===== src/rtl/coin_input_ctrl_if.sv =====
// coin_input_ctrl_if: coin keys, vend/cancel requests and the credit/status outputs of the coin front end
interface coin_input_ctrl_if #(
    parameter int CREDIT_W = 8
);
    logic [2:0]          coin_key_n;
    logic                coin_cancel;
    logic                vend_req;
    logic [CREDIT_W-1:0] vend_price;
    logic [CREDIT_W-1:0] coin_credit;
    logic                coin_strobe_n;
    logic                coin_reject;
    logic                vend_ok;
    logic                vend_deny;
    logic                refund_valid;
    logic [CREDIT_W-1:0] refund_amt;
    modport master (
        output coin_key_n, coin_cancel, vend_req, vend_price,
        input  coin_credit, coin_strobe_n, coin_reject, vend_ok, vend_deny, refund_valid, refund_amt
    );
    modport slave (
        input  coin_key_n, coin_cancel, vend_req, vend_price,
        output coin_credit, coin_strobe_n, coin_reject, vend_ok, vend_deny, refund_valid, refund_amt
    );
endinterface


===== src/rtl/coin_input_ctrl.sv =====
// coin_input_ctrl: debounces coin keys, accumulates saturating credit, services vend and cancel
module coin_input_ctrl #(
    parameter int DEBOUNCE_CYCLES = 20,
    parameter int CREDIT_W        = 8,
    parameter int CREDIT_MAX      = 99,
    parameter int COIN0_VAL       = 1,
    parameter int COIN1_VAL       = 5,
    parameter int COIN2_VAL       = 10
) (
    input logic             coin_clk,
    input logic             coin_rst,
    coin_input_ctrl_if.slave bus
);
    localparam int CW = $clog2(DEBOUNCE_CYCLES + 1);
    localparam logic [1:0] IDLE         = 2'd0;
    localparam logic [1:0] DEBOUNCE     = 2'd1;
    localparam logic [1:0] COMMIT       = 2'd2;
    localparam logic [1:0] WAIT_RELEASE = 2'd3;
    logic [2:0]          sync1, sync2, k, hot;
    logic [1:0]          state;
    logic [CW-1:0]       cnt;
    logic                one_hot, afford, vend_go, commit, coin_ok;
    logic [CREDIT_W-1:0] base, credit_nx;
    logic [CREDIT_W:0]   val, sum;
    assign k = ~sync2;
    assign one_hot = (k != 3'd0) && ((k & (k - 3'd1)) == 3'd0);
    assign val = hot[2] ? (CREDIT_W+1)'(COIN2_VAL) : hot[1] ? (CREDIT_W+1)'(COIN1_VAL) : (CREDIT_W+1)'(COIN0_VAL);
    // cancel wipes credit and blocks vend; vend is judged on the pre-cycle credit
    assign afford = bus.coin_credit >= bus.vend_price;
    assign vend_go = bus.vend_req && !bus.coin_cancel && afford;
    assign base = bus.coin_cancel ? '0 : vend_go ? bus.coin_credit - bus.vend_price : bus.coin_credit;
    // one extra bit keeps the limit compare free of wraparound
    assign sum = {1'b0, base} + val;
    assign commit = state == COMMIT;
    assign coin_ok = commit && !bus.coin_cancel && sum <= (CREDIT_W+1)'(CREDIT_MAX);
    assign credit_nx = coin_ok ? sum[CREDIT_W-1:0] : base;
    always_ff @(posedge coin_clk) begin
        if (coin_rst) begin
            sync1             <= '1;
            sync2             <= '1;
            state             <= IDLE;
            cnt               <= '0;
            hot               <= '0;
            bus.coin_credit   <= '0;
            bus.coin_strobe_n <= 1'b1;
            bus.coin_reject   <= 1'b0;
            bus.vend_ok       <= 1'b0;
            bus.vend_deny     <= 1'b0;
            bus.refund_valid  <= 1'b0;
            bus.refund_amt    <= '0;
        end else begin
            sync1             <= bus.coin_key_n;
            sync2             <= sync1;
            bus.coin_credit   <= credit_nx;
            bus.coin_strobe_n <= !coin_ok;
            bus.coin_reject   <= commit && !coin_ok;
            bus.vend_ok       <= vend_go;
            bus.vend_deny     <= bus.vend_req && !bus.coin_cancel && !afford;
            bus.refund_valid  <= bus.coin_cancel && bus.coin_credit != '0;
            bus.refund_amt    <= bus.coin_cancel ? bus.coin_credit : '0;
            case (state)
                IDLE: begin
                    if (one_hot) begin
                        hot   <= k;
                        cnt   <= CW'(1);
                        state <= DEBOUNCE;
                    end else if (k != 3'd0) begin
                        cnt   <= '0;
                        state <= WAIT_RELEASE;
                    end
                end
                DEBOUNCE: begin
                    if (k != hot) state <= IDLE;
                    else begin
                        cnt <= cnt + CW'(1);
                        if (cnt == CW'(DEBOUNCE_CYCLES - 1)) state <= COMMIT;
                    end
                end
                COMMIT: begin
                    cnt   <= '0;
                    state <= WAIT_RELEASE;
                end
                default: begin
                    if (k != 3'd0) cnt <= '0;
                    else if (cnt != '0) state <= IDLE;
                    else cnt <= CW'(1);
                end
            endcase
        end
    end
endmodule


===== src/flat_wrapper.sv =====
// flat-port wrapper written by rule: the top's interface ports become plain ports
module coin_input_ctrl_flat 
#(
    parameter int DEBOUNCE_CYCLES = 20,
    parameter int CREDIT_W        = 8,
    parameter int CREDIT_MAX      = 99,
    parameter int COIN0_VAL       = 1,
    parameter int COIN1_VAL       = 5,
    parameter int COIN2_VAL       = 10
)
  (coin_clk, coin_rst, bus_coin_key_n, bus_coin_cancel, bus_vend_req, bus_vend_price, bus_coin_credit, bus_coin_strobe_n, bus_coin_reject, bus_vend_ok, bus_vend_deny, bus_refund_valid, bus_refund_amt);
  coin_input_ctrl_if #(.CREDIT_W(CREDIT_W)) bus_i ();
  input logic coin_clk;
  input logic coin_rst;
  input wire logic [$bits(bus_i.coin_key_n)-1:0] bus_coin_key_n;
  input wire logic [$bits(bus_i.coin_cancel)-1:0] bus_coin_cancel;
  input wire logic [$bits(bus_i.vend_req)-1:0] bus_vend_req;
  input wire logic [$bits(bus_i.vend_price)-1:0] bus_vend_price;
  output wire logic [$bits(bus_i.coin_credit)-1:0] bus_coin_credit;
  output wire logic [$bits(bus_i.coin_strobe_n)-1:0] bus_coin_strobe_n;
  output wire logic [$bits(bus_i.coin_reject)-1:0] bus_coin_reject;
  output wire logic [$bits(bus_i.vend_ok)-1:0] bus_vend_ok;
  output wire logic [$bits(bus_i.vend_deny)-1:0] bus_vend_deny;
  output wire logic [$bits(bus_i.refund_valid)-1:0] bus_refund_valid;
  output wire logic [$bits(bus_i.refund_amt)-1:0] bus_refund_amt;
  assign bus_i.coin_key_n = bus_coin_key_n;
  assign bus_i.coin_cancel = bus_coin_cancel;
  assign bus_i.vend_req = bus_vend_req;
  assign bus_i.vend_price = bus_vend_price;
  assign bus_coin_credit = bus_i.coin_credit;
  assign bus_coin_strobe_n = bus_i.coin_strobe_n;
  assign bus_coin_reject = bus_i.coin_reject;
  assign bus_vend_ok = bus_i.vend_ok;
  assign bus_vend_deny = bus_i.vend_deny;
  assign bus_refund_valid = bus_i.refund_valid;
  assign bus_refund_amt = bus_i.refund_amt;
  coin_input_ctrl #(.DEBOUNCE_CYCLES(DEBOUNCE_CYCLES), .CREDIT_W(CREDIT_W), .CREDIT_MAX(CREDIT_MAX), .COIN0_VAL(COIN0_VAL), .COIN1_VAL(COIN1_VAL), .COIN2_VAL(COIN2_VAL)) u_core (.coin_clk(coin_clk), .coin_rst(coin_rst), .bus(bus_i));
endmodule

===== config.mk =====
export PLATFORM = sky130hd
export DESIGN_NAME = coin_input_ctrl_flat
export DESIGN_NICKNAME = d
export VERILOG_FILES = /design/src/rtl/coin_input_ctrl_if.sv /design/src/rtl/coin_input_ctrl.sv /design/src/flat_wrapper.sv
export SDC_FILE = /design/constraint.sdc
export NUM_CORES = 1
export LEC_CHECK = 0
export ABC_AREA = 1
export CORE_MARGIN = 2
export CORE_UTILIZATION = 54
export DETAILED_ROUTE_END_ITERATION = 8
export PLACE_DENSITY = 0.79
export SYNTH_ARGS = -nofsm -noshare
export SYNTH_HDL_FRONTEND = slang
export SYNTH_SLANG_ARGS = --single-unit

===== constraint.sdc =====
create_clock -name coin_clk -period 4.4 [get_ports coin_clk]
set_clock_uncertainty 0.1 [all_clocks]
set_input_delay 0.66 -clock coin_clk [delete_from_list [all_inputs] [get_ports coin_clk]]
set_output_delay 0.66 -clock coin_clk [all_outputs]
set_load 0.02 [all_outputs]

==> results of run 1 <==
==> routing by layer <==
| layer | part of all wire [%] | GRT usage (%) | vias up |
|---|---|---|---|
| li1 | - | - | 1138 |
| met1 | 42 | 24.73 | 995 |
| met2 | 52 | 41.77 | 53 |
| met3 | 5.2 | 4.651 | 4 |
| met4 | 0.72 | 6.410 | 0 |
| met5 | 0 | 0 | - |
==> area by class of cell <==
class	count	area, sq um
tap	50	62.56
clock inverter	1	5.005
inverter	61	229.0
fill	375	1291
multi-input combinational	231	1331
timing repair buffer	36	357.8
sequential	37	740.7
clock buffer	5	68.82
==> through the flow <==
| step | instance area [sq um] | setup slack [ns] |
|---|---|---|
| floorplan | 2328 | 0.6696 |
| global placement | 2721 | 0.1717 |
| detailed placement | 2721 | 0.1020 |
| CTS | 2795 | 0.3884 |
| global route | 2795 | 0.1212 |
| finish | 2795 | 0.3710 |
==> cells by family (layout without fill, tap and decap cells) <==
kind of cell	after synthesis	count (layout)
simple gates	174	174
buf+inv	66	103
xor+xnor	6	6
compound gates	35	35
flops	37	37
fa+ha+maj	16	16
==> registers in the layout, summed over array words and instances, names as in the netlist, 2 cells and up <==
name,flops
u_core.sync2,3
u_core.sync1,3
u_core.bus.refund_amt,8
u_core.cnt,5
u_core.hot,3
u_core.state,2
u_core.bus.coin_credit,8
==> critical path: stages <==
cell	delay [ns]
clkdlybuf4s50_1	0.41
ha_1	0.21
fa_1	0.40
inv_1	0.07
nand3_1	0.08
nand2_1	0.12
nand2_1	0.07
nand3_2	0.10
nand2_4	0.09
a21oi_1	0.25
ha_1	0.21
inv_1	0.05
fa_1	0.40
xnor2_1	0.16
or2_2	0.29
nor2_1	0.13
nor2_2	0.06
nand2_4	0.11
nand2_4	0.10
nand2_4	0.08
nand2_1	0.05
==> power by group through the flow <==
stage	clock network, mW	logic (mW)	registers [mW]
final	0.217	0.214	0.380
after global routing	0.236	0.246	0.383
after CTS	0.221	0.214	0.380
after detailed placement	0	0.212	0.388
after global placement	0	0.208	0.387
after floorplan	0	0.152	0.390
==> final timing paths <==
path / from / slack (ns) / to / cells past startpoint
hold / removal: u_core.sync1[1]$_SDFF_PP1_ / 0.31 / u_core.sync2[1]$_SDFF_PP1_ / 1
setup reg to reg: u_core.bus.coin_credit[0]$_SDFF_PP0_ / 0.68 / u_core.bus.coin_strobe_n$_SDFF_PP1_ / 21
hold reg to reg: u_core.sync1[1]$_SDFF_PP1_ / 0.31 / u_core.sync2[1]$_SDFF_PP1_ / 1
setup / recovery: bus_vend_price[0] / 0.37 / u_core.bus.coin_strobe_n$_SDFF_PP1_ / 21
==> synth_stat cells (5+ instances only) <==
cell / count / area [sq um]
inv_1: 58 / 217.7
nand3_1: 26 / 130.1
nor2_2: 6 / 37.54
nand4_1: 11 / 68.82
or2_2: 7 / 43.79
nor4_1: 5 / 31.28
nand2_4: 6 / 67.56
o21ai_0: 10 / 50.05
ha_1: 14 / 175.2
a21oi_1: 17 / 85.08
nor2_1: 32 / 120.1
nand2_1: 65 / 244.0
dfxtp_1: 37 / 740.7
==> cell usage in the layout (no fill, tap or decap), drive strengths merged, types with 4 or more instances in the layout <==
| cell type | n |
|---|---|
| nand2 | 75 |
| inv | 59 |
| nor2 | 40 |
| dfxtp | 37 |
| clkdlybuf4s50 | 35 |
| nand3 | 27 |
| a21oi | 17 |
| ha | 14 |
| o21ai | 12 |
| nand4 | 11 |
| or2 | 7 |
| nor4 | 5 |
| clkbuf | 5 |
| nor3 | 4 |
==> impl_metrics.json, run 1 <==
{
  "p_switching_uw": 261.0,
  "portBuffers": 35,
  "layout-drive-gt1-share_pct": 9.704,
  "num-nets-final": 403,
  "postCtsSetupBuffers": 0,
  "cp-end-kind": "flip-flop",
  "synth_top_family_by_area": "simple AND/OR/NAND/NOR gates",
  "max_cap_violations": 0,
  "hold_viol": 0,
  "synth_compound_area_share_pct": 8.436,
  "antenna_found_initial": 0,
  "synth_fa_ha_area_share_pct": 9.242,
  "synth_ff_type": "dfxtp_1",
  "crit_required_ns": 4.46,
  "peakVddDrop_v": 0.0002006,
  "synth.cell_area_sq_mm": 0.002328,
  "power.total_uw": 811.3,
  "synth_nets": 365,
  "die_x_um": 69.67,
  "rsz0062_at_grt": "no",
  "antenna_cells": 0,
  "cts_tree": "yes",
  "core_sq_mm": 0.004086,
  "final_core_util_pct": 68.40,
  "path_class": "in -> reg",
  "dpl.hpwl_um": 3949,
  "synth_mux_area_share_pct": 0,
  "postCtsHoldBufs": 0,
  "die_y_um": 69.67,
  "wl_um": 5021,
  "synth_xor_area_share_pct": 2.257,
  "internal-power_uw": 550.3,
  "async_flop_share_pct": 0,
  "finalCriticalPeriod_ns": 4.029,
  "power.density_mw_per_mm2": 290.3,
  "grt_pass1_vias": 2112,
  "synth_cell_types": 33,
  "h-tree-depth": 2,
  "synth_simple_gate_area_share_pct": 37.24,
  "ys_seq_elements": 37,
  "first_pass_iters": 4,
  "cts_made_buffers": 5,
  "synth-edff-count": 0,
  "yosysSeqAreaShare_pct": 31.81,
  "cp_max_fo": 9,
  "dp.cells": 415,
  "clk_pin_slew_ns": 0.07,
  "avgSynthCellArea_sq_um": 6.972,
  "fin_cells": 421,
  "rows": 23,
  "clk_latency_ns": 0.29,
  "setup_viol": 0,
  "finalCritPeriodShare_pct": 91.57,
  "timing.fmax_mhz": 248.2,
  "pwr-share-seq_pct": 46.9,
  "ctsResizeCount": 0,
  "slew_viol_final": 0,
  "gp_congestion": 0.8357,
  "switching_share_pct": 32.17,
  "grt_max_degree": 23,
  "grtUsageTotal_pct": 22.10,
  "wl_per_cell_um": 11.93,
  "vias": 2190,
  "fin_tns_setup_ns": 0,
  "grt-ovfl-total": 0,
  "clock-sinks": 37,
  "whs_ns": 0.3111,
  "drt_iter0_drc": 126,
  "clk_root_buffer_cell": "clkbuf_8",
  "outcome": "finished, final reports clean",
  "power.leakage_nw": 1.368,
  "hp-class": "reg -> reg",
  "syn_inst": 334,
  "viasPerCell": 5.202,
  "clock_path_buffers": 2,
  "grt_pass1_wl_um": 8776,
  "tightest_slew_ns": 0.6698,
  "initial_core_util_pct": 56.98,
  "yosys_warnings": 0,
  "maxSlewHeadroom_pct": 55.30,
  "post-route-drc-count": 0,
  "pwr-share-comb_pct": 26.3,
  "syn2layout_area_growth_pct": 20.04,
  "cp-start-kind": "input pin",
  "pin_count": 36,
  "critPathArrivalTime_ns": 4.09,
  "p_clk_share_pct": 26.8,
  "dieArea_sq_mm": 0.004853,
  "ant_nets": 0
}
Power figures use the tool's default switching activity.
==> run 2, diff against run 1 <==
Settings changed: CORE_UTILIZATION 54 to 58, PLACE_DENSITY 0.79 to 0.84.
Clock period 4.4 ns to 4.8 ns, I/O delays scaled along.
==> run 2 against run 1 <==
Register-to-register slack improved by 0.34 ns. Count of clock-buffer cells in the layout rose by 2. Sequential power fell by 8.2%. Via count rose by 1.7%. Wire length rose by 3.0%. First-iteration DRC count fell by 17%.
==> impl_metrics.json, run 2 (same netlist as run 1, synthesis figures left out) <==
{
  "post-route-drc-count": 0,
  "vias": 2228,
  "power.leakage_nw": 1.378,
  "p_clk_share_pct": 30.4,
  "crit_required_ns": 4.88,
  "postCtsHoldBufs": 0,
  "cts_tree": "yes",
  "slew_viol_final": 0,
  "top_regs": "u_core.bus.coin_credit: 8 flops, u_core.bus.refund_amt: 8 flops, u_core.cnt: 5 flops",
  "fin_area_sq_mm": 0.002815,
  "first_pass_iters": 4,
  "num-nets-final": 402,
  "dp.cells": 414,
  "cp-start-kind": "input pin",
  "tightest_slew_ns": 0.7052,
  "initial_core_util_pct": 59.06,
  "fin_tns_setup_ns": 0,
  "setup_ws_ns": 0.6187,
  "clock_path_buffers": 2,
  "max_cap_violations": 0,
  "critPathArrivalTime_ns": 4.26,
  "rows": 23,
  "path_class": "in -> reg",
  "hold_viol": 0,
  "cp_max_fo": 14,
  "dp_slack_ns": 0.3327,
  "place_area_sq_mm": 0.002714,
  "maxSlewHeadroom_pct": 52.93,
  "ctsResizeCount": 0,
  "p_switching_uw": 244.3,
  "clk_latency_ns": 0.29,
  "core_sq_mm": 0.003943,
  "h-tree-depth": 2,
  "wl_um": 5173,
  "power.density_mw_per_mm2": 278.2,
  "gp_congestion": 0.8908,
  "ant_nets": 0,
  "grt-ovfl-total": 0,
  "hp-class": "reg -> reg",
  "dpl.hpwl_um": 4009,
  "wl_per_cell_um": 12.26,
  "pwr-share-comb_pct": 25.1,
  "pwr-share-seq_pct": 44.5,
  "finalCriticalPeriod_ns": 4.181,
  "viasPerCell": 5.280,
  "internal-power_uw": 538.9,
  "peakVddDrop_v": 0.0002133,
  "timing.fmax_mhz": 239.2,
  "grt_pass1_vias": 2099,
  "switching_share_pct": 31.19,
  "portBuffers": 35,
  "whs_ns": 0.3169,
  "clock-sinks": 37,
  "rsz0062_at_grt": "no",
  "fin_cells": 422,
  "die_x_um": 67.36,
  "postCtsSetupBuffers": 0,
  "setup_viol": 0,
  "die_y_um": 67.36,
  "clk_pin_slew_ns": 0.07,
  "cts_made_buffers": 5,
  "mostFrequentLayoutCells": "nand2_1 (65), inv_1 (58), dfxtp_1 (37)",
  "layout_commonest_cell": "nand2_1",
  "finalCritPeriodShare_pct": 87.11,
  "drt_iter0_drc": 104,
  "fillers": 326,
  "outcome": "finished, final reports clean",
  "final_core_util_pct": 71.41,
  "syn2layout_area_growth_pct": 20.90,
  "antenna_cells": 0,
  "power.total_uw": 783.3,
  "clk_root_buffer_cell": "clkbuf_8",
  "pin_count": 36,
  "cp-end-kind": "flip-flop",
  "dieArea_sq_mm": 0.004537,
  "layout-drive-gt1-share_pct": 9.946,
  "grtUsageTotal_pct": 25.25,
  "antenna_found_initial": 0,
  "grt_pass1_wl_um": 8659,
  "grt_max_degree": 23
}
run 2: cell types whose count changed in the layout (fill, tap and decap cells not counted), sizes merged:
cell,before,now
buf,1,0
clkbuf,5,7
run 2: final cells by class:
cell class	count	area [sq um]	share of cell area, %
Sequential cell	37	740.7	26.31
Clock inverter	1	5.005	0.1778
Multi-Input combinational cell	231	1331	47.29
Tap cell	50	62.56	2.222
Inverter	61	229.0	8.133
Clock buffer	7	96.34	3.422
Timing Repair Buffer	35	350.3	12.44
run 2: power groups by stage:
stage	combinational, mW	sequential [mW]	clock, mW
2_1_floorplan	0.140	0.357	0
4_1_cts	0.197	0.348	0.243
3_3_place_gp	0.190	0.355	0
6_report	0.196	0.349	0.238
3_5_place_dp	0.195	0.355	0
5_1_grt	0.224	0.351	0.255
run 2: layer usage:
layer / vias to the layer above / GRT usage [%] / share of wire (%) / wire length (um)
li1: 1143 / - / - / -
met1: 1021 / 26.24 / 42 / 2162
met2: 55 / 49.26 / 53 / 2724
met3: 9 / 5.000 / 4.3 / 220
met4: 0 / 9.439 / 1.3 / 66
met5: - / 0 / 0 / 0
run 2: critical path, cell delays in order:
cell and delay, ns:
clkdlybuf4s50_1 0.45, inv_1 0.04, ha_1 0.34, a21oi_1 0.24, nand2_1 0.12, nand2_1 0.09, nand3_2 0.10, nand2_4 0.18
o21ai_0 0.10, a21oi_1 0.20, ha_1 0.20, inv_1 0.06, fa_1 0.39, xnor2_1 0.15, or2_2 0.29, nor2_1 0.13
nor2_2 0.06, nand2_4 0.11, nand2_4 0.10, nand3_1 0.09, nand2_1 0.07
run 2: path summary, 6_finish.rpt:
kind / start / end / slack [ns] / cells after the start
worst max-delay path: bus_vend_price[3] / u_core.bus.coin_credit[6]$_SDFF_PP0_ / 0.62 / 21
worst min-delay path: u_core.sync1[2]$_SDFF_PP1_ / u_core.sync2[2]$_SDFF_PP1_ / 0.32 / 1
worst max register to register: u_core.bus.coin_credit[0]$_SDFF_PP0_ / u_core.bus.coin_credit[6]$_SDFF_PP0_ / 1.02 / 25
worst min register to register: u_core.sync1[2]$_SDFF_PP1_ / u_core.sync2[2]$_SDFF_PP1_ / 0.32 / 1
==> run 3, diff against run 2 <==
Settings changed: MAX_ROUTING_LAYER set to met4.
==> run 3 against run 2 <==
Die area did not move. Sequential power barely moved. First-iteration DRC count fell by 37%. Utilization rose by 0.38 points. Register-to-register slack improved by 0.03 ns. Total power rose by 4.7%. Wire length fell by 3.0%. Global-route usage rose by 0.89 points. Worst setup slack barely moved. Highest routed layer unchanged. Via count fell by 1.7%. Largest cell class unchanged.
==> impl_metrics.json, run 3 (same netlist as run 1, synthesis figures left out) <==
{
  "outcome": "finished, final reports clean",
  "wl_um": 5016,
  "dp_slack_ns": 0.3272,
  "grt_pass1_vias": 2211,
  "die_y_um": 67.36,
  "fin_tns_setup_ns": 0,
  "grt_pass1_wl_um": 8866,
  "antenna_cells": 0,
  "met2_usage_pct": 48.14,
  "clk_pin_slew_ns": 0.07,
  "rsz0062_at_grt": "no",
  "power.density_mw_per_mm2": 289.8,
  "critPathArrivalTime_ns": 4.25,
  "fillers": 318,
  "antenna_found_initial": 0,
  "core_sq_mm": 0.003943,
  "crit_buf_inv": 3,
  "drt_iter0_drc": 66,
  "cts_tree": "yes",
  "cts_made_buffers": 5,
  "wl_per_cell_um": 11.89,
  "setup_ws_ns": 0.6189,
  "slew_viol_final": 0,
  "timing.fmax_mhz": 239.2,
  "crit_required_ns": 4.87,
  "first_pass_iters": 5,
  "viasPerCell": 5.192,
  "dieArea_sq_mm": 0.004537,
  "gp_congestion": 0.9044,
  "ant_nets": 0,
  "initial_core_util_pct": 59.06,
  "dp.cells": 414,
  "setup_viol": 0,
  "cp_max_fo": 14,
  "internal-power_uw": 578.2,
  "fin_cells": 422,
  "finalCritPeriodShare_pct": 87.11,
  "critical-path-top-delay-family": "simple AND/OR/NAND/NOR gates",
  "path_class": "in -> reg",
  "use_met1_pct": 28.36,
  "hold_viol": 0,
  "clock_path_buffers": 2,
  "syn2layout_area_growth_pct": 21.55,
  "die_x_um": 67.36,
  "dpl.hpwl_um": 3962,
  "mostFrequentLayoutCells": "nand2_1 (65), inv_1 (58), dfxtp_1 (37)",
  "clk_latency_ns": 0.28,
  "peakVddDrop_v": 0.0002298,
  "grt_max_degree": 23,
  "portBuffers": 35,
  "fin_area_sq_mm": 0.002830,
  "place_area_sq_mm": 0.002714,
  "p_switching_uw": 242.1,
  "grtUsageTotal_pct": 26.14,
  "r2r_slack_ns": 1.05,
  "cp-start-kind": "input pin",
  "cpPeakStageDelay_ns": 0.45,
  "layout-drive-gt1-share_pct": 9.677,
  "tightest_slew_ns": 0.6591,
  "num-nets-final": 402,
  "ctsResizeCount": 0,
  "top_regs": "u_core.bus.coin_credit: 8 flops, u_core.bus.refund_amt: 8 flops, u_core.cnt: 5 flops",
  "path_cells": "clkdlybuf4s50_1, inv_1, ha_1, a21oi_1, nand2_1, nand2_1, nand3_2, nand2_4, o21ai_0, a21oi_1, ha_1, inv_1, fa_1, xnor2_1, or2_2, nor2_1, nor2_2, nand2_4, nand2_4, nand3_1, nand2_1",
  "pwr-share-comb_pct": 23.9,
  "finalCriticalPeriod_ns": 4.181,
  "rows": 23,
  "switching_share_pct": 29.51,
  "p_clk_share_pct": 33.6,
  "postCtsSetupBuffers": 0,
  "postCtsHoldBufs": 0,
  "grt-ovfl-total": 0,
  "cp_slowest_cell": "clkdlybuf4s50_1",
  "pin_count": 36,
  "post-route-drc-count": 0,
  "clk_root_buffer_cell": "clkbuf_8",
  "cp-end-kind": "flip-flop",
  "grt_use_met3_pct": 3.500,
  "power.leakage_nw": 1.382,
  "layout_commonest_cell": "nand2_1",
  "power.total_uw": 820.3,
  "grt_busiest_layer": "met2",
  "hp-class": "reg -> reg",
  "maxSlewHeadroom_pct": 56.01,
  "vias": 2191,
  "clock-sinks": 37,
  "pwr-share-seq_pct": 42.5,
  "max_cap_violations": 0,
  "h-tree-depth": 2
}
==> run 3: changes by cell type in the layout (fill, tap and decap cells not counted) <==
cell,before,now
bufinv_16,0,1
clkbuf_1,0,1
clkbuf_8,7,6
clkinv_2,1,0
==> run 3: metal layers <==
metal / up-vias / part of all wire, %
li1: 1140 / -
met3: 9 / 3.8
met4: 0 / 2.3
met2: 49 / 52
met5: - / 0
met1: 993 / 42
==> run 3: worst reg2reg max path: stages, from the launching register on <==
cell	delay, ns
dfxtp_1	0.35
inv_1	0.08
ha_1	0.23
fa_1	0.40
inv_1	0.07
nand3_1	0.08
nand2_1	0.12
nand2_1	0.07
nand3_2	0.10
nand2_4	0.13
a21oi_1	0.25
ha_1	0.21
inv_1	0.06
fa_1	0.39
xnor2_1	0.15
or2_2	0.29
nor2_1	0.13
nor2_2	0.06
nand2_4	0.11
nand2_4	0.10
nand3_1	0.09
nand2_1	0.07
==> run 3: through the flow <==
step / hold WS (ns) / utilization [%]
floorplan: 0.2895 / -
global placement: 0.2930 / 68.84
detailed placement: 0.2936 / 68.84
CTS: 0.3109 / 71.79
global route: 0.3386 / 71.79
finish: 0.3096 / 71.79
==> run 3: power groups by stage <==
stage / clock (mW) / combinational, mW / sequential, mW
after global routing: 0.292 / 0.224 / 0.351
after global placement: 0 / 0.190 / 0.355
after floorplan: 0 / 0.140 / 0.357
after CTS: 0.279 / 0.196 / 0.348
after detailed placement: 0 / 0.194 / 0.355
final: 0.276 / 0.196 / 0.349
==> run 3: final cells by class <==
type                    count  area, sq um  share of cell area, %
clock buffers               7        86.33                  3.050
clock inverters             1        30.03                  1.061
inverters                  61        229.0                  8.090
multi-input cells         231         1331                  47.04
flip-flops and latches     37        740.7                  26.17
well taps                  50        62.56                  2.210
repair buffers             35        350.3                  12.38
==> run 3: worst paths after layout <==
| path | cells past startpoint | from | to |
|---|---|---|---|
| setup / recovery | 21 | bus_vend_price[3] | u_core.bus.coin_credit[5]$_SDFF_PP0_ |
| hold / removal | 1 | u_core.sync1[2]$_SDFF_PP1_ | u_core.sync2[2]$_SDFF_PP1_ |
| setup reg to reg | 21 | u_core.bus.coin_credit[0]$_SDFF_PP0_ | u_core.bus.coin_credit[5]$_SDFF_PP0_ |
| hold reg to reg | 1 | u_core.sync1[2]$_SDFF_PP1_ | u_core.sync2[2]$_SDFF_PP1_ |
==> patch 1 (settings of run 2) <==
`CREDIT_MAX` is set to 99 in 2 places; all go to 49.
--- a/src/rtl/coin_input_ctrl.sv
+++ b/src/rtl/coin_input_ctrl.sv
@@ -2,7 +2,7 @@
 module coin_input_ctrl #(
     parameter int DEBOUNCE_CYCLES = 20,
     parameter int CREDIT_W        = 8,
-    parameter int CREDIT_MAX      = 99,
+    parameter int CREDIT_MAX      = 49,
     parameter int COIN0_VAL       = 1,
     parameter int COIN1_VAL       = 5,
     parameter int COIN2_VAL       = 10
--- a/src/flat_wrapper.sv
+++ b/src/flat_wrapper.sv
@@ -3,7 +3,7 @@
 #(
     parameter int DEBOUNCE_CYCLES = 20,
     parameter int CREDIT_W        = 8,
-    parameter int CREDIT_MAX      = 99,
+    parameter int CREDIT_MAX      = 49,
     parameter int COIN0_VAL       = 1,
     parameter int COIN1_VAL       = 5,
     parameter int COIN2_VAL       = 10
Function: same outputs for any inputs over 10 cycles, from zero or initial values and one cycle with coin_rst high; that may be too few to reach the edited logic, so the function may still have changed.
==> patch 1 against run 2 <==
  * Power is 2.9% lower
  * Synthesized cell count decreased by 8.4%
  * Maximum frequency is 3.4% lower
  * Area after synthesis down 5.2%
  * Design area fell by 4.4%
  * Die area is 4.9% lower
  * Worst setup slack got worse by 0.15 ns
  * Sequential cell count stayed put
  * Routed wire length fell by 5.9%
  * Critical endpoint is now u_core.bus.coin_strobe_n$_SDFF_PP1_
==> patch 1: results (changes against run 2) <==
[yosys]
synthAdderAreaFrac_pct = 10.2  ; +0.96 points
synth_nets = 337  ; -7.7%
ys_top_cells_by_count = inv_1 (53), nand2_1 (53), dfxtp_1 (37)
syn_inst = 306  ; -8.4%
yosys-top-cells-area = dfxtp_1 (34%), inv_1 (9.0%), nand2_1 (9.0%)
synth_xor_xnor_area_share_pct = 2.78  ; +0.52 points
ys_seq_area_share_pct = 33.6  ; +1.7 points
synth_cell_types = 37  ; +12%

[route]
dr_wl_met2_mm = 2.47  ; -9.3%
drtIter0Drc = 135  ; +30%
post_drt_via_cell_ratio = 5.27  ; -0.20%
finalWirelength_mm = 4.87  ; -5.9%

[place]
place_area_um2 = 2600  ; -4.1%
dp_cells = 386  ; -6.8%
place_hpwl_mm = 3.81  ; -5.0%
place_congestion = 0.871  ; -2.2%

[final_layout]
nNonClkBuffers = 36  ; +2.9%
layout.nets = 376  ; -6.5%
multi_input_area_share_pct = 45.9  ; -1.4 points
seq_area_share_pct = 27.5  ; +1.2 points
multi_input_cells = 210  ; -9.1%
nClkBuffers = 5  ; -2
drive_above_1_share_pct = 10.4  ; +0.46 points
buffer_area_share_pct = 13.3  ; +0.85 points
clockNetworkAreaShare_pct = 3.39  ; -0.21 points

[timing]
tightest_slew_ns = 0.580  ; -0.126 ns

[grt]
first_global_vias = 1933  ; -7.9%
use_met2_pct = 47.3  ; -1.9 points
grt_start_max_net_pins = 22  ; -4.3%
use_met1_pct = 26.4  ; +0.15 points

[critical_path]
r2r_end = u_core.bus.coin_strobe_n$_SDFF_PP1_
cp_max_fo = 8  ; -6
crit_arrival_ns = 4.40  ; +0.14 ns

[run_status]
status = finished, final reports clean

[floorplan]
taps = 48  ; -4.0%

-- patch 1: cell count changes after synthesis, sizes merged, moves of 2 or more --
cell	delta
inv	-4
o21ai	-2
o22ai	+2
nor2	-3
nor4	-3
nand4	-3
clkinv	-2
o21a	-2
nand2	-15
xor2	+2
-- patch 1: critical path, stage by stage --
cell             delay [ns]
clkdlybuf4s50_1        0.41
ha_1                   0.21
fa_1                   0.40
inv_1                  0.08
nand3_2                0.07
nand2_2                0.09
nand2_1                0.06
nand3_2                0.08
nand2_2                0.05
inv_1                  0.12
o21ai_0                0.09
a21oi_1                0.18
ha_1                   0.20
inv_1                  0.06
fa_1                   0.39
nand3b_1               0.16
and2_0                 0.16
inv_1                  0.08
nand4_1                0.16
nand3b_1               0.18
nor2_4                 0.07
inv_2                  0.06
nand3_4                0.11
nand2_2                0.11
nand2_1                0.06
-- patch 1: worst max path at each step --
stage,start,to,slack [ns],depth (start not counted)
final,bus_vend_price[0],u_core.bus.coin_strobe_n$_SDFF_PP1_,0.47,25
after global routing,bus_vend_price[0],u_core.bus.coin_credit[3]$_SDFF_PP0_,0.18,24
after CTS,bus_vend_price[0],u_core.bus.coin_strobe_n$_SDFF_PP1_,0.48,25
after detailed placement,bus_vend_price[0],u_core.bus.coin_strobe_n$_SDFF_PP1_,0.17,25
after global placement,bus_vend_price[0],u_core.bus.coin_strobe_n$_SDFF_PP1_,0.32,25
after floorplan,bus_vend_price[0],u_core.bus.coin_strobe_n$_SDFF_PP1_,0.92,24
-- patch 1: power groups by stage --
stage	sequential [mW]	combinational (mW)	clock (mW)
floorplan	0.359	0.133	0
global placement	0.357	0.185	0
detailed placement	0.358	0.189	0
CTS	0.351	0.192	0.224
global route	0.354	0.217	0.237
finish	0.351	0.193	0.217
==> patch 2 (config.mk and constraints of run 2) <==
Without the edit above. Reset style: asynchronous (`coin_rst`), changed in one clocked block.
--- a/src/rtl/coin_input_ctrl.sv
+++ b/src/rtl/coin_input_ctrl.sv
@@ -34,7 +34,7 @@
     assign commit = state == COMMIT;
     assign coin_ok = commit && !bus.coin_cancel && sum <= (CREDIT_W+1)'(CREDIT_MAX);
     assign credit_nx = coin_ok ? sum[CREDIT_W-1:0] : base;
-    always_ff @(posedge coin_clk) begin
+    always_ff @(posedge coin_clk or posedge coin_rst) begin
         if (coin_rst) begin
             sync1             <= '1;
             sync2             <= '1;
Check against the original RTL: differs if coin_rst is asserted again (counterexample within 4 cycles, from zero or initial values and one cycle with coin_rst high); with coin_rst held inactive, the same outputs for 10 cycles.
==> patch 2 against run 2 <==
  * Design area rose by 6.7%
  * Sequential cell count unchanged
  * Count of clock-buffer cells in the layout decreased by 1
  * First-iteration DRC count stayed put
  * Worst setup slack got worse by 0.051 ns
  * Die area increased by 7.0%
  * Area after synthesis increased by 7.5%
  * Utilization rose by 2.1 points
  * Routed wire length grew 2.8%
Power is not compared: it rests on default switching activity, and its combinational part moved more than twofold at a synthesized area within 25%.
==> patch 2: results (changes against run 2) <==
[run_status]
status = finished, final reports clean

[critical_path]
timing.reg2reg.setup_slack_ns = 0.88  ; -0.14 ns
crit_required_ns = 4.87  ; about the same
worst_path_max_delay_cell = fa_1
reg2reg_depth = 24  ; -4.0%
critPathLaunch = bus_vend_price[0]
r2r-start = u_core.bus.coin_credit[0]$_DFF_PP0_

[timing]
holdWs_ns = 0.258  ; -0.0592 ns
period_needed_ns = 4.23  ; +0.0513 ns
max_slew_margin_pct = 57.3  ; +4.3 points
maxSlewViolCount = 0  ; unchanged

[place]
place_area_um2 = 2910  ; +7.1%
portBuffers = 35  ; unchanged
place_congestion = 0.881  ; -1.1%
dp_cells = 417  ; +0.72%
pre_cts_ws_ns = 0.299  ; -0.0339 ns
place_hpwl_mm = 4.16  ; +3.7%

[clock_network]
path_clk_slew_ns = 0.07  ; about the same

[final_layout]
fin_util_pct = 73.5  ; +2.1 points
drive_above_1_share_pct = 11.7  ; +1.8 points
fillers = 332  ; +1.8%
layout.nets = 405  ; +0.75%

[yosys]
syn_inst = 333  ; -0.30%
synth_nets = 364  ; -0.27%
ys_top_cells_by_count = nand2_1 (90), inv_1 (62), dfrtp_1 (30)
synth-main-ff-cell = dfrtp_1
yosys-top-cells-area = dfrtp_1 (30%), nand2_1 (14%), inv_1 (9.3%)
synth_cell_types = 38  ; +15%
ys_seq_area_share_pct = 37.4  ; +5.5 points
ys_async_sr_fraction_pct = 100  ; +100 points

[hold_path]
worstHoldPathCells = 0  ; -1
min_path_type = register to register
hold_path.startpoint = u_core.sync1[0]$_DFF_PP1_
hold_end = u_core.sync2[0]$_DFF_PP1_

[route]
post_drt_via_cell_ratio = 5.18  ; -1.8%
vias = 2203  ; -1.1%
finalWirelength_mm = 5.32  ; +2.8%

[grt]
grt_start_max_net_pins = 38  ; +65%
grt_pass1_wl_mm = 9.21  ; +6.4%
track_usage_pct = 23.7  ; -1.6 points
first_global_vias = 2064  ; -1.7%

-- patch 2: changes by cell type in the layout (fill, tap and decap cells not counted), moves of 4 or more --
cell / delta
dfxtp_1: -37
dfrtp_1: +30
nand2_1: +25
or2_2: -6
dfstp_2: +7
nand4_1: -5
a21oi_1: -8
inv_1: +4
nor2_1: -6
-- patch 2: metal layers --
layer	vias to the layer above	track usage, %	wire (um)
li1	1130	-	-
met1	1013	32.0	2470
met2	52	37.9	2480
met3	8	5.96	306
met4	0	6.62	65
met5	-	0	0
-- patch 2: final cells by class --
cell class / count / area share [%]
multi-input cells: 228 / 43.3
flip-flops and latches: 37 / 31.1
repair buffers: 37 / 12.2
inverters: 65 / 8.12
clock buffers: 6 / 2.75
well taps: 50 / 2.08
clock inverters: 2 / 0.458
-- patch 2: worst max-delay path: cells and delay by family --
family	cells	cell delay [ns]
AND/OR/NAND/NOR	14	1.49
buffers and inverters	6	0.95
adder cells (fa/ha/maj)	3	1.04
AO/OA/AOI/OAI	1	0.09
-- patch 2: power breakdown --
part	switching [mW]	total [mW]	internal, mW	leakage (nW)
logic	0.344	0.579	0.235	1.10
registers	0.0658	0.445	0.379	0.473
clock network	0.110	0.226	0.116	0.0512
-- patch 2: kinds of logic (layout without fill, tap and decap cells) --
logic type | count (synthesis) | after routing | synth area share, %
DFF | 37 | 37 | 37.4
adders and majority gates | 16 | 16 | 8.60
buffers and inverters | 68 | 110 | 10.6
AOI/OAI and AO/OA | 28 | 28 | 7.10
xor gates and xnor gates | 6 | 6 | 2.10
and+or+nand+nor | 178 | 178 | 34.2
